===== src/rtl/spi_master_sequencer.sv =====
// rtl/spi_master_sequencer.sv - SPI master sequencer driving an external universal shift register
//
// Purpose: drives SCLK, CS_n and the shift register mode/output-enable controls to run
// one SPI transfer per accepted i_start, then returns the received byte with a done pulse.
// The shift register's o_serial is MOSI and MISO feeds its i_serial; this block only
// sequences it.
//
// Optional feature macro: SPI_MASTER_SEQUENCER_BURST_EN
//   When defined, an i_start during END chains a further transfer with CS_n held low.
//
// Ports:
//   i_clk, i_rst          clock, synchronous active-high reset
//   i_start               transfer request (accepted in IDLE)
//   i_data                transmit byte, latched at accept
//   i_lsb_first/i_cpol/i_cpha  transfer mode, latched at accept
//   i_sr_parallel         shift register parallel output (received byte source)
//   o_sr_s0/o_sr_s1       shift register mode: 00 hold, 01 right, 10 left, 11 load
//   o_sr_oe0/o_sr_oe1     shift register output enables (1 = high impedance)
//   o_sr_parallel         shift register parallel load value
//   o_sclk, o_cs_n        SPI clock and active-low chip select
//   o_busy, o_done        transfer in progress, one-cycle completion pulse
//   o_rx_data             received byte, valid from o_done onward
module spi_master_sequencer #(
    parameter int CLK_DIV    = 4,
    parameter int DATA_WIDTH = 8
) (
    input  logic                  i_clk,
    input  logic                  i_rst,
    input  logic                  i_start,
    input  logic [DATA_WIDTH-1:0] i_data,
    input  logic                  i_lsb_first,
    input  logic                  i_cpol,
    input  logic                  i_cpha,
    input  logic [DATA_WIDTH-1:0] i_sr_parallel,
    output logic                  o_sr_s0,
    output logic                  o_sr_s1,
    output logic                  o_sr_oe0,
    output logic                  o_sr_oe1,
    output logic [DATA_WIDTH-1:0] o_sr_parallel,
    output logic                  o_sclk,
    output logic                  o_cs_n,
    output logic                  o_busy,
    output logic                  o_done,
    output logic [DATA_WIDTH-1:0] o_rx_data
);
    localparam int DIV_W = $clog2(CLK_DIV + 1);
    localparam int BIT_W = $clog2(DATA_WIDTH + 1);
    localparam logic [DIV_W-1:0] DIV_LAST = DIV_W'(CLK_DIV - 1);
    localparam logic [BIT_W-1:0] BIT_LAST = BIT_W'(DATA_WIDTH - 1);

    typedef enum logic [1:0] {S_IDLE, S_LOAD, S_SHIFT, S_END} state_t;

    state_t                r_state, w_state_nxt;
    logic [DIV_W-1:0]      r_div, w_div_nxt;
    logic                  r_half, w_half_nxt;
    logic [BIT_W-1:0]      r_bit, w_bit_nxt;
    logic [DATA_WIDTH-1:0] r_data, w_data_nxt;
    logic                  r_lsb, w_lsb_nxt;
    logic                  r_cpol, w_cpol_nxt;
    logic                  r_cpha, w_cpha_nxt;
    logic                  w_div_last;
`ifdef SPI_MASTER_SEQUENCER_BURST_EN
    logic                  r_pend, w_pend_nxt;
`endif

    logic                  r_s0, r_s1, r_oe, r_sclk, r_cs_n, r_busy, r_done;
    logic [DATA_WIDTH-1:0] r_par, r_rx;
    logic                  w_s0, w_s1, w_oe, w_sclk, w_cs_n, w_busy, w_done;
    logic [DATA_WIDTH-1:0] w_par, w_rx;

    assign w_div_last = (r_div == DIV_LAST);

    // State, counters, latched configuration and all registered outputs
    always_ff @(posedge i_clk) begin
        if (i_rst) begin
            r_state <= S_IDLE;
            r_div   <= '0;
            r_half  <= 1'b0;
            r_bit   <= '0;
            r_data  <= '0;
            r_lsb   <= 1'b0;
            r_cpol  <= 1'b0;
            r_cpha  <= 1'b0;
`ifdef SPI_MASTER_SEQUENCER_BURST_EN
            r_pend  <= 1'b0;
`endif
            r_s0    <= 1'b0;
            r_s1    <= 1'b0;
            r_oe    <= 1'b1;
            r_sclk  <= 1'b0;
            r_cs_n  <= 1'b1;
            r_busy  <= 1'b0;
            r_done  <= 1'b0;
            r_par   <= '0;
            r_rx    <= '0;
        end else begin
            r_state <= w_state_nxt;
            r_div   <= w_div_nxt;
            r_half  <= w_half_nxt;
            r_bit   <= w_bit_nxt;
            r_data  <= w_data_nxt;
            r_lsb   <= w_lsb_nxt;
            r_cpol  <= w_cpol_nxt;
            r_cpha  <= w_cpha_nxt;
`ifdef SPI_MASTER_SEQUENCER_BURST_EN
            r_pend  <= w_pend_nxt;
`endif
            r_s0    <= w_s0;
            r_s1    <= w_s1;
            r_oe    <= w_oe;
            r_sclk  <= w_sclk;
            r_cs_n  <= w_cs_n;
            r_busy  <= w_busy;
            r_done  <= w_done;
            r_par   <= w_par;
            r_rx    <= w_rx;
        end
    end

    // Next state and counters
    always_comb begin
        w_state_nxt = r_state;
        w_div_nxt   = r_div;
        w_half_nxt  = r_half;
        w_bit_nxt   = r_bit;
        w_data_nxt  = r_data;
        w_lsb_nxt   = r_lsb;
        w_cpol_nxt  = r_cpol;
        w_cpha_nxt  = r_cpha;
`ifdef SPI_MASTER_SEQUENCER_BURST_EN
        w_pend_nxt  = r_pend;
`endif
        case (r_state)
            S_IDLE: begin
                if (i_start) begin
                    w_data_nxt  = i_data;
                    w_lsb_nxt   = i_lsb_first;
                    w_cpol_nxt  = i_cpol;
                    w_cpha_nxt  = i_cpha;
                    w_div_nxt   = '0;
                    w_half_nxt  = 1'b0;
                    w_bit_nxt   = '0;
                    w_state_nxt = S_LOAD;
                end
            end
            S_LOAD: begin
                w_div_nxt   = '0;
                w_half_nxt  = 1'b0;
                w_bit_nxt   = '0;
                w_state_nxt = S_SHIFT;
            end
            S_SHIFT: begin
                if (w_div_last) begin
                    w_div_nxt = '0;
                    if (r_half) begin
                        w_half_nxt = 1'b0;
                        if (r_bit == BIT_LAST) begin
                            w_bit_nxt   = '0;
                            w_state_nxt = S_END;
                        end else begin
                            w_bit_nxt = r_bit + 1'b1;
                        end
                    end else begin
                        w_half_nxt = 1'b1;
                    end
                end else begin
                    w_div_nxt = r_div + 1'b1;
                end
            end
            S_END: begin
`ifdef SPI_MASTER_SEQUENCER_BURST_EN
                // Only new data is taken; the burst keeps the first transfer's mode.
                if (i_start) begin
                    w_data_nxt = i_data;
                    w_pend_nxt = 1'b1;
                end
`endif
                if (w_div_last) begin
                    w_div_nxt   = '0;
                    w_state_nxt = S_IDLE;
`ifdef SPI_MASTER_SEQUENCER_BURST_EN
                    if (r_pend || i_start) begin
                        w_pend_nxt  = 1'b0;
                        w_half_nxt  = 1'b0;
                        w_bit_nxt   = '0;
                        w_state_nxt = S_LOAD;
                    end
`endif
                end else begin
                    w_div_nxt = r_div + 1'b1;
                end
            end
            default: w_state_nxt = S_IDLE;
        endcase
    end

    // Output values for the coming cycle, derived from the next state so the
    // registered outputs line up with the state they describe.
    always_comb begin
        w_s0   = 1'b0;
        w_s1   = 1'b0;
        w_oe   = 1'b1;
        w_sclk = r_cpol;
        w_cs_n = 1'b1;
        w_busy = 1'b0;
        w_done = 1'b0;
        w_par  = r_par;
        w_rx   = r_rx;
        if (r_state == S_END && w_div_last) begin
            w_done = 1'b1;
            w_rx   = i_sr_parallel;
        end
        case (w_state_nxt)
            S_IDLE: begin
                w_sclk = i_cpol;
            end
            S_LOAD: begin
                w_s0   = 1'b1;
                w_s1   = 1'b1;
                w_par  = w_data_nxt;
                w_oe   = 1'b0;
                w_cs_n = 1'b0;
                w_busy = 1'b1;
                w_sclk = w_cpol_nxt;
            end
            S_SHIFT: begin
                w_oe   = 1'b0;
                w_cs_n = 1'b0;
                w_busy = 1'b1;
                // CPHA inverts which half of the bit period carries the active level
                w_sclk = w_cpol_nxt ^ w_half_nxt ^ w_cpha_nxt;
                if (w_half_nxt && (w_div_nxt == DIV_LAST)) begin
                    w_s0 = w_lsb_nxt;
                    w_s1 = ~w_lsb_nxt;
                end
            end
            S_END: begin
                w_oe   = 1'b0;
                w_cs_n = 1'b0;
                w_busy = 1'b1;
                w_sclk = w_cpol_nxt;
            end
            default: begin
                w_sclk = i_cpol;
            end
        endcase
    end

    assign o_sr_s0       = r_s0;
    assign o_sr_s1       = r_s1;
    assign o_sr_oe0      = r_oe;
    assign o_sr_oe1      = r_oe;
    assign o_sr_parallel = r_par;
    assign o_sclk        = r_sclk;
    assign o_cs_n        = r_cs_n;
    assign o_busy        = r_busy;
    assign o_done        = r_done;
    assign o_rx_data     = r_rx;

endmodule


===== config.mk =====
export PLATFORM = sky130hd
export DESIGN_NAME = spi_master_sequencer
export DESIGN_NICKNAME = d
export VERILOG_FILES = /design/src/rtl/spi_master_sequencer.sv
export SDC_FILE = /design/constraint.sdc
export NUM_CORES = 1
export LEC_CHECK = 0
export BUFFER_PORTS_ARGS = -buffer_cell sky130_fd_sc_hd__buf_2
export CAP_MARGIN = 30
export CORE_AREA = 2 2 66 68
export CTS_BUF_LIST = sky130_fd_sc_hd__clkbuf_16
export CTS_CLUSTER_SIZE = 30
export DETAILED_ROUTE_END_ITERATION = 10
export DIE_AREA = 0 0 68 70
export HOLD_SLACK_MARGIN = 0.05
export PLACE_DENSITY_LB_ADDON = 0.05
export SLEW_MARGIN = 0
export SYNTH_ARGS = -nofsm -noshare
export SYNTH_HDL_FRONTEND = slang
export SYNTH_SLANG_ARGS = --single-unit

===== constraint.sdc =====
create_clock -name i_clk -period 2.5 [get_ports i_clk]
set_input_delay 0 -clock i_clk [delete_from_list [all_inputs] [get_ports i_clk]]
set_output_delay 0 -clock i_clk [all_outputs]
set_load 0.02 [all_outputs]

**Word level (Yosys, flattened, before mapping)**

Index checks and enable logic that the tools add are counted.

- Eq/ne operators: 12
- Add/sub/neg operators: 2
- Multiplexer cells: 34
- Reduce and logical (&&, ||, !) cells: 9
- Bitwise gates (word level): 3

Operators by type and width:

| kind | count |
|---|---|
| $mux 4 | 4 |
| $mux 8 | 2 |
| $mux 1 | 14 |
| $pmux 4 s3 | 1 |
| $mux 2 | 5 |
| $pmux 3 s3 | 1 |
| $eq 2x2->1 const B | 4 |
| $pmux 2 s4 | 1 |
| $eq 3x2->1 const B | 2 |
| $mux 3 | 2 |
| $ne 2x2->1 const B | 3 |
| $pmux 1 s3 | 2 |
| $add 4x1->4 const B | 1 |
| $eq 2x1->1 const B | 2 |
| $eq 4x3->1 const B | 1 |
| $logic_not 2->1 | 2 |
| $pmux 1 s2 | 2 |
| $reduce_and 4->1 | 1 |
| $reduce_or 2->1 | 2 |
| $add 3x1->3 const B | 1 |
| $reduce_bool 3->1 | 1 |
| $reduce_or 3->1 | 1 |
| $logic_and 1x1->1 | 2 |
| $xor 1x1->1 | 2 |
| $not 1->1 | 1 |

- Bits in registers: 43
- Input port bits: 22
- Word-level logic and storage cells: 76
- Output and inout port bits: 24

**Logic depth before layout (Yosys ltp)**

Gate-level depths: netlist of the first run.

- Word-level depth: 8
- Gate-level depth with buffers: 11
- Depth with buffers taken out: 10

**Worst setup path after synthesis of the first run**

Ideal clock, no wire load.

- Kind: reg2reg
- From: reg r_div[0]
- To: reg r_par[0], in the netlist o_sr_parallel[0]
- Setup time: 0.086 ns
- Data required time: 2.414 ns
- Path buffers: 2
- Cell stages (with the launch flop): 10
- Period minus slack after synthesis: 2.305 ns
- Data arrival time: 2.220 ns
- Slack: 0.195 ns
- Cell sequence: dfxtp_1 -> ha_1 -> nor2b_1 -> nand3_1 -> o21ai_0 -> ha_1 -> clkbuf_1 -> buf_1 -> nor2_1 -> a211oi_1

- Word-level cells in the longest chain between the ends: 4
- Elaborated cells between the ends (all ways): 5
- Those cells by class: eq/ne (2); mux (3)

Ends and longest elaborated chain:

| what | RTL line | RTL |
|---|---|---|
| start: declaration | 54 | `logic [DIV_W-1:0] r_div, w_div_nxt;` |
| start signal: assignment | 98 | `r_div <= w_div_nxt;` |
| $eq 3x2->1 (*) | 71 | `assign w_div_last = (r_div == DIV_LAST);` |
| $mux 2, on equally long branches | 178, 153 |  |
| $pmux 2 s4 (*) | 133 | `case (r_state)` |
| $eq 2x1->1 (*) | 213 | `case (w_state_nxt)` |
| end signal: assignment | 115 | `r_par <= w_par;` |
| end: declaration | 67 | `logic [DATA_WIDTH-1:0] r_par, r_rx;` |

Every way passes the cells marked *; elsewhere a longest branch is shown, timed or not.
A chain may end at the register's enable or synchronous reset.

**Worst setup path after layout of the first run**

- From: reg r_div[0]
- To: reg r_s0, in the netlist o_sr_s0

- Word-level cells in the longest chain between the ends: 7
- Elaborated cells between the ends (all ways): 16
- Those cells by class: add/sub (1); eq/ne (4); mux (10); reduce/logical (1)

Ends and longest elaborated chain:

| what | RTL line | RTL |
|---|---|---|
| $add 3x1->3 or $eq 3x2->1 (tied branches) | 167, 190, 71 |  |
| $mux 3 | 153, 178 |  |
| $pmux 3 s3 | 133 |  |
| $eq 3x2->1 | 232 | `if (w_half_nxt && (w_div_nxt == DIV_LAST)) begin` |
| $logic_and 1x1->1 | 232 |  |
| $mux 1 | 232 |  |
| $pmux 1 s2 (*) | 213 |  |
| end signal: assignment | 108 | `r_s0 <= w_s0;` |
| end: declaration | 66 | `logic r_s0, r_s1, r_oe, r_sclk, r_cs_n, r_busy, r_done;` |

Marks and branches as above.

==> results.yml, run 1 <==
power_and_ir_drop:
  pwr-share-seq_pct: 46.9
  p_leak_nw: 1.040
  p_clk_share_pct: 37.2
  switchingPower_w: 0.0004015
  switching_share_pct: 25.11
  combPwrFrac_pct: 16.0
  p_int_w: 0.001197
  p_per_area_mw_per_mm2: 663.7
  ir_drop_v: 0.0004595
clocking:
  cts_tree: "built"
  post_cts_buffers: 0
  cts_inserted_buffers: 5
  worstSkewPairLatency_ps: 280
  clock_tree.buffer_depth: 2
  clock_sinks: 43
  htree_levels: 2
  clk_pin_slew_ps: 50
  cts-root-buf: "clkbuf_16"
worst_hold_path:
  worstHoldPathType: "primary input to flip-flop"
  hp-start: "i_start"
logic_synthesis:
  synth_area_mm2: 0.001817
  yosysSeqAreaShare_pct: 47.38
  synth_edf_count: 0
  synth_commonest_cells: "43 x dfxtp_1, 29 x nor2_1, 21 x nand2_1"
  yosysWarnings: 0
  synth_most_common_cell: "dfxtp_1"
  synth_nets: 228
  netlist_instances: 200
  synth_top_area_share_pct: 47.38
  ys_ff_latch: 43
  ys_types: 39
  synth_area_leaders: "dfxtp_1 47%, mux2i_1 6.1%, nor2_1 6.0%"
  synthArstFlopShare_pct: 0
  syn_area_per_cell_um2: 9.084
  ys.flop_type: "dfxtp_1"
  synth_area_leader_cell: "dfxtp_1"
layout:
  synthToLayoutAreaGrowth_pct: 32.58
  final_core_util_pct: 58.12
  fillers: 371
  drive_gt1_share_pct: 22.90
  fin_nets: 289
  diodes: 0
  finalInstanceArea_mm2: 0.002409
routing:
  wl_per_cell_um: 12.43
  drtIter0Drc: 94
  via_per_inst: 5.003
  first_pass_iters: 4
  route.detailed.drc: 0
  wirelength_um: 3903
  ant_nets: 0
  vias: 1571
timing:
  maxSlewHeadroom_pct: 50.33
  tightest_slew_ps: 745.0
  fin_skew_ps: 2.798
  finalCritPeriodShare_pct: 91.38
  rsz0062_at_grt: "no"
  finalSetupTns_ps: 0
  setup_viol: 0
  maxSlewViolCount: 0
  finalHoldViolCount: 0
  fmax_mhz: 437.7
  final.min_clock_period_ps: 2285
global_routing:
  grt_max_degree: 44
  grt_pass1_wl_um: 6506
  antenna_found_initial: 0
  grt_pass1_vias: 1518
  grt_usage_pct: 17.93
  overflow: 0
setup_path:
  cp-start-kind: "flip-flop"
  reg2reg_to: "o_sr_s0$_SDFF_PP0_"
  arrival_ps: 2490
  reg2reg_depth: 9
  cp.depth: 9
  r2r-start: "r_div[0]$_SDFF_PP0_"
  crit_path_end: "o_sr_s0$_SDFF_PP0_"
  critical_path_required_ps: 2710
  cp_common_cell: "ha_1"
  crit_start: "r_div[0]$_SDFF_PP0_"
  crit_family: "compound AO/OA/AOI/OAI gates"
  rrSetupSlack_ps: 220
  path_buf_inv: 0
  cp-end-kind: "flip-flop"
  cp_max_fo: 5
  slowest_stage: "dfxtp_1"
  worstSetupPathType: "flip-flop to flip-flop"
  path_cells: "ha_1, nor4bb_1, o2bb2ai_1, a21oi_2, ha_1, nand3b_1, a311oi_1, o2111ai_1, o21ai_1"
  slowest_delay_ps: 350
placement:
  hpwl_um: 2640
  globalplace.congestion: 0.8086
  numPortBuffers: 45
  placed_area_mm2: 0.002069
die:
  dieArea_mm2: 0.004760
  ios: 46
  initial_utilization_pct: 43.84
  die_x_um: 68
  chipHeight_um: 70
  rows: 24
  core_area_mm2: 0.004144
run_status:
  outcome: "completed"
job:
  drv_cap: 0
layer usage:
metal / track usage, % / vias up / wire, µm
met5: 0 / - / 0
met4: 9.556 / 0 / 120
met3: 5.636 / 11 / 197
met2: 30.10 / 47 / 1900
met1: 19.53 / 704 / 1684
li1: - / 809 / -
metrics by stage:
stage / cells / worst slack (ps) / total power (W) / hold WS [ps]
detailed placement: 287 / 92.44 / 0.0009936 / 248.9
global placement: 287 / 269.1 / 0.0009816 / 242.5
finish: 314 / 215.4 / 0.001599 / 150.5
floorplan: 200 / 194.6 / 0.0009239 / 136.0
CTS: 314 / 43.58 / 0.001620 / 136.7
global route: 314 / 45.51 / 0.001685 / 205.6
flip-flops by register name, indices dropped and copies added (netlist names):
signal,flops
r_bit,4
o_sr_s1,1
r_half,1
r_cpha,1
r_data,8
o_busy,1
r_cpol,1
r_lsb,1
o_sr_s0,1
r_state,2
o_sr_parallel,8
o_sclk,1
o_done,1
o_rx_data,8
r_div,3
o_cs_n,1
final cells by class:
class	count	area, µm²	area share [%]
multi-input cells	136	873.3	36.26
well taps	52	65.06	2.701
repair buffers	68	445.4	18.49
clock buffers	5	125.1	5.195
clock inverters	3	12.51	0.5195
flip-flops and latches	43	860.8	35.74
inverters	7	26.28	1.091
tightest hold or removal path: stages:
cell and delay, ps:
buf_2 120, nor4b_1 70, a31oi_1 140, nor2_1 50
how the worst min path moves through the flow:
stage / to / slack [ps] / cells after the start
after floorplan: o_rx_data[0]$_SDFFE_PP0P_ / 140 / 2
after global placement: o_rx_data[5]$_SDFFE_PP0P_ / 240 / 3
after detailed placement: o_rx_data[0]$_SDFFE_PP0P_ / 250 / 3
after CTS: r_div[2]$_SDFF_PP0_ / 140 / 4
after global routing: r_div[2]$_SDFF_PP0_ / 210 / 4
final: r_div[2]$_SDFF_PP0_ / 150 / 4
repair_timing:
| action | 4_1_cts | 5_1_grt |
|---|---|---|
| endpoints found under the setup margin | 0 | 3 |
| resized for setup | 0 | 4 |
| hold buffers | 19 | 0 |
| hold endpoints to repair | 21 | 0 |
cell families (layout without fill, tap and decap cells):
group / after synthesis / in the layout / synth area share, %
flops: 43 / 43 / 47.38
mux: 11 / 11 / 6.061
buf+inv: 21 / 83 / 5.165
simple gates: 79 / 79 / 23.14
compound gates: 38 / 38 / 13.15
xor+xnor: 2 / 2 / 0.9644
fa+ha+maj: 6 / 6 / 4.132
power groups by stage:
| stage | clock, W | sequential (W) | combinational [W] |
|---|---|---|---|
| floorplan | 0 | 0.000783 | 0.000141 |
| global placement | 0 | 0.000760 | 0.000221 |
| detailed placement | 0 | 0.000763 | 0.000231 |
| CTS | 0.000617 | 0.000748 | 0.000254 |
| global route | 0.000649 | 0.000753 | 0.000282 |
| finish | 0.000594 | 0.000749 | 0.000256 |
placed cells by master, fill, tap and decap left out, drive strengths merged, types with 2 or more instances in the layout:
master,netlist,routed
or4b,2,2
or3b,2,2
nor2b,5,5
nor3b,2,2
o21ai,6,6
nand2b,4,4
dlygate4sd3,0,19
a211oi,8,8
inv,7,9
nor2,29,29
mux2i,11,11
nor4,2,2
nand3,2,2
buf,7,49
xor2,2,2
clkbuf,7,5
dfxtp,43,43
a21oi,16,16
nand3b,4,4
ha,6,6
nand2,21,21
Power figures use the tool's default switching activity.
==> run 2: changes to the inputs <==
CORE_AREA = 8 8 72 74   (was 2 2 66 68)
DIE_AREA = 0 0 80 82   (was 0 0 68 70)
==> run 2 against run 1 <==
  * First-iteration DRC count down 41%
  * Count of clock-buffer cells in the layout did not move
  * Routed wire length grew 6.6%
  * Combinational power hardly changed
  * Utilization rose by 0.12 points
  * Setup slack worse by 19 ps
  * Worst hold slack better by 6.4 ps
  * Sequential share of layout area fell by 0.074 points
  * Critical path depth stayed put
  * Clock power up 3%
  * Via count is 0.45% higher
  * Critical path type unchanged
  * Largest power group unchanged
==> results.yml, run 2 (same netlist as run 1, synthesis figures left out) <==
power_and_ir_drop:
  pwr-share-seq_pct: 46.3
  switchingPower_w: 0.0004150
  combPwrFrac_pct: 15.7
  p_per_area_mw_per_mm2: 669.1
  p_int_w: 0.001200
  switching_share_pct: 25.70
  p_clk_share_pct: 38.0
  p_leak_nw: 1.034
  ir_drop_v: 0.0003961
worst_hold_path:
  hold_path_depth: 4
  hp-start: "i_start"
  min_to: "r_div[2]$_SDFF_PP0_"
  worstHoldPathType: "primary input to flip-flop"
placement:
  hpwl_um: 2952
  dp.cells: 287
  globalplace.congestion: 0.8117
  numPortBuffers: 45
  placed_area_mm2: 0.002069
clocking:
  clock_tree.buffer_depth: 2
  clk_pin_slew_ps: 60
  cts_inserted_buffers: 5
  cts_tree: "built"
  worstSkewPairLatency_ps: 280
  htree_levels: 2
  clock_sinks: 43
  cts-root-buf: "clkbuf_16"
routing:
  met2WireLength_um: 2111
  highest_layer: "met4"
  first_pass_iters: 4
  ant_nets: 0
  route.detailed.drc: 0
  via_per_inst: 5.025
  dr_wl_met3_um: 271
  wirelength_um: 4159
  drtIter0Drc: 55
  wl_per_cell_um: 13.25
  wl_met1_um: 1688
  vias: 1578
timing:
  maxSlewHeadroom_pct: 51.96
  fmax_mhz: 434.1
  setup_viol: 0
  fin_skew_ps: 3.478
  rsz0062_at_grt: "no"
  final.min_clock_period_ps: 2304
  finalSetupTns_ps: 0
  finalHoldViolCount: 0
  tightest_slew_ps: 720.6
  maxSlewViolCount: 0
  finalCritPeriodShare_pct: 92.15
setup_path:
  reg2reg_depth: 9
  cp-end-kind: "flip-flop"
  cp_common_cell: "ha_1"
  r2r-start: "r_div[0]$_SDFF_PP0_"
  path_cells: "ha_1, nor4bb_2, o2bb2ai_1, a21oi_2, ha_1, nand3b_1, a311oi_1, o2111ai_1, o21ai_1"
  cp-start-kind: "flip-flop"
  critical_path_required_ps: 2710
  slowest_delay_ps: 350
  slowest_stage: "dfxtp_1"
  reg2reg_to: "o_sr_s1$_SDFF_PP0_"
  cp_max_fo: 5
  worstSetupPathType: "flip-flop to flip-flop"
  rrSetupSlack_ps: 200
  arrival_ps: 2510
layout:
  finalInstanceArea_mm2: 0.002414
  mostFrequentLayoutCells: "45 x buf_2, 43 x dfxtp_1, 29 x nor2_1, 21 x nand2_1, 19 x dlygate4sd3_1"
  mostFrequentLayoutCell: "buf_2"
  drive_gt1_share_pct: 23.28
  fin_nets: 289
  synthToLayoutAreaGrowth_pct: 32.85
  stdcell_count: 314
  diodes: 0
  fillers: 384
die:
  dieArea_mm2: 0.006560
  rows: 24
  ios: 46
  chipHeight_um: 82
  initial_utilization_pct: 43.84
  die_x_um: 80
  core_area_mm2: 0.004144
job:
  drv_cap: 0
global_routing:
  grt_pass1_vias: 1647
  grt_pass1_wl_um: 7189
  antenna_found_initial: 0
  overflow: 0
  grt_max_degree: 44
  grt_usage_pct: 13.79
run_status:
  outcome: "completed"
[run 2: changes by cell type in the layout (fill, tap and decap cells not counted)]
cell        change
nor4bb_1        -1
clkinvlp_4      +1
nor4bb_2        +1
nor3b_2         -1
nor3b_1         +1
inv_1           -1
[run 2: layout make-up]
| type | instances | area [µm²] | area share, % |
|---|---|---|---|
| repair buffers | 68 | 445.4 | 18.46 |
| clock inverters | 3 | 16.27 | 0.6739 |
| inverters | 7 | 26.28 | 1.089 |
| well taps | 52 | 65.06 | 2.696 |
| flip-flops and latches | 43 | 860.8 | 35.67 |
| clock buffers | 5 | 125.1 | 5.184 |
| multi-input cells | 136 | 874.6 | 36.24 |
[run 2: metrics by stage]
| step | utilization [%] | worst slack, ps | hold WS (ps) | power, W |
|---|---|---|---|---|
| final | 58.24 | 196.3 | 156.9 | 0.001615 |
| after global routing | 58.24 | 29.22 | 176.7 | 0.001708 |
| after CTS | 57.94 | 80.79 | 153.0 | 0.001639 |
| after detailed placement | 49.94 | 89.77 | 249.1 | 0.0009944 |
| after global placement | 49.94 | 269.0 | 241.9 | 0.0009843 |
| after floorplan | - | 194.6 | 136.0 | 0.0009239 |
[run 2: power by group through the flow]
stage / clock, W / combinational (W) / sequential [W]
after floorplan: 0 / 0.000141 / 0.000783
after global placement: 0 / 0.000224 / 0.000760
after detailed placement: 0 / 0.000233 / 0.000762
after CTS: 0.000634 / 0.000256 / 0.000748
after global routing: 0.000674 / 0.000283 / 0.000751
final: 0.000613 / 0.000254 / 0.000748
[run 2: how the worst max path moves through the flow]
| stage | slack, ps | start | endpoint | cells after the start |
|---|---|---|---|---|
| final | 200 | r_div[0]$_SDFF_PP0_ | o_sr_s1$_SDFF_PP0_ | 9 |
| after global routing | 30 | r_div[0]$_SDFF_PP0_ | o_sr_s1$_SDFF_PP0_ | 9 |
| after CTS | 80 | r_div[0]$_SDFF_PP0_ | o_sclk$_SDFF_PP0_ | 8 |
| after detailed placement | 90 | r_div[0]$_SDFF_PP0_ | o_sclk$_SDFF_PP0_ | 8 |
| after global placement | 270 | r_div[0]$_SDFF_PP0_ | o_sclk$_SDFF_PP0_ | 8 |
| after floorplan | 190 | r_div[0]$_SDFF_PP0_ | o_sr_parallel[0]$_SDFFE_PP0P_ | 9 |
[run 2: per-layer routing]
metal,global-route usage [%],vias to the layer above
met4,6.545,0
met3,5.142,9
met5,0,-
li1,-,808
met1,14.02,724
met2,24.58,37
[run 2: what timing repair did]
| action | 4_1_cts | 5_1_grt |
|---|---|---|
| endpoints found under the hold margin | 19 | 0 |
| hold buffers | 19 | 0 |
| buffers inserted | 0 | 0 |
| setup endpoints to repair | 0 | 3 |
| gates resized for setup | 0 | 4 |
[run 2: critical path, delay by kind of cell, from the launching register on]
family	cells	cell delay [ps]
flops	1	350
fa+ha+maj	2	570
compound gates	5	950
simple gates	2	350
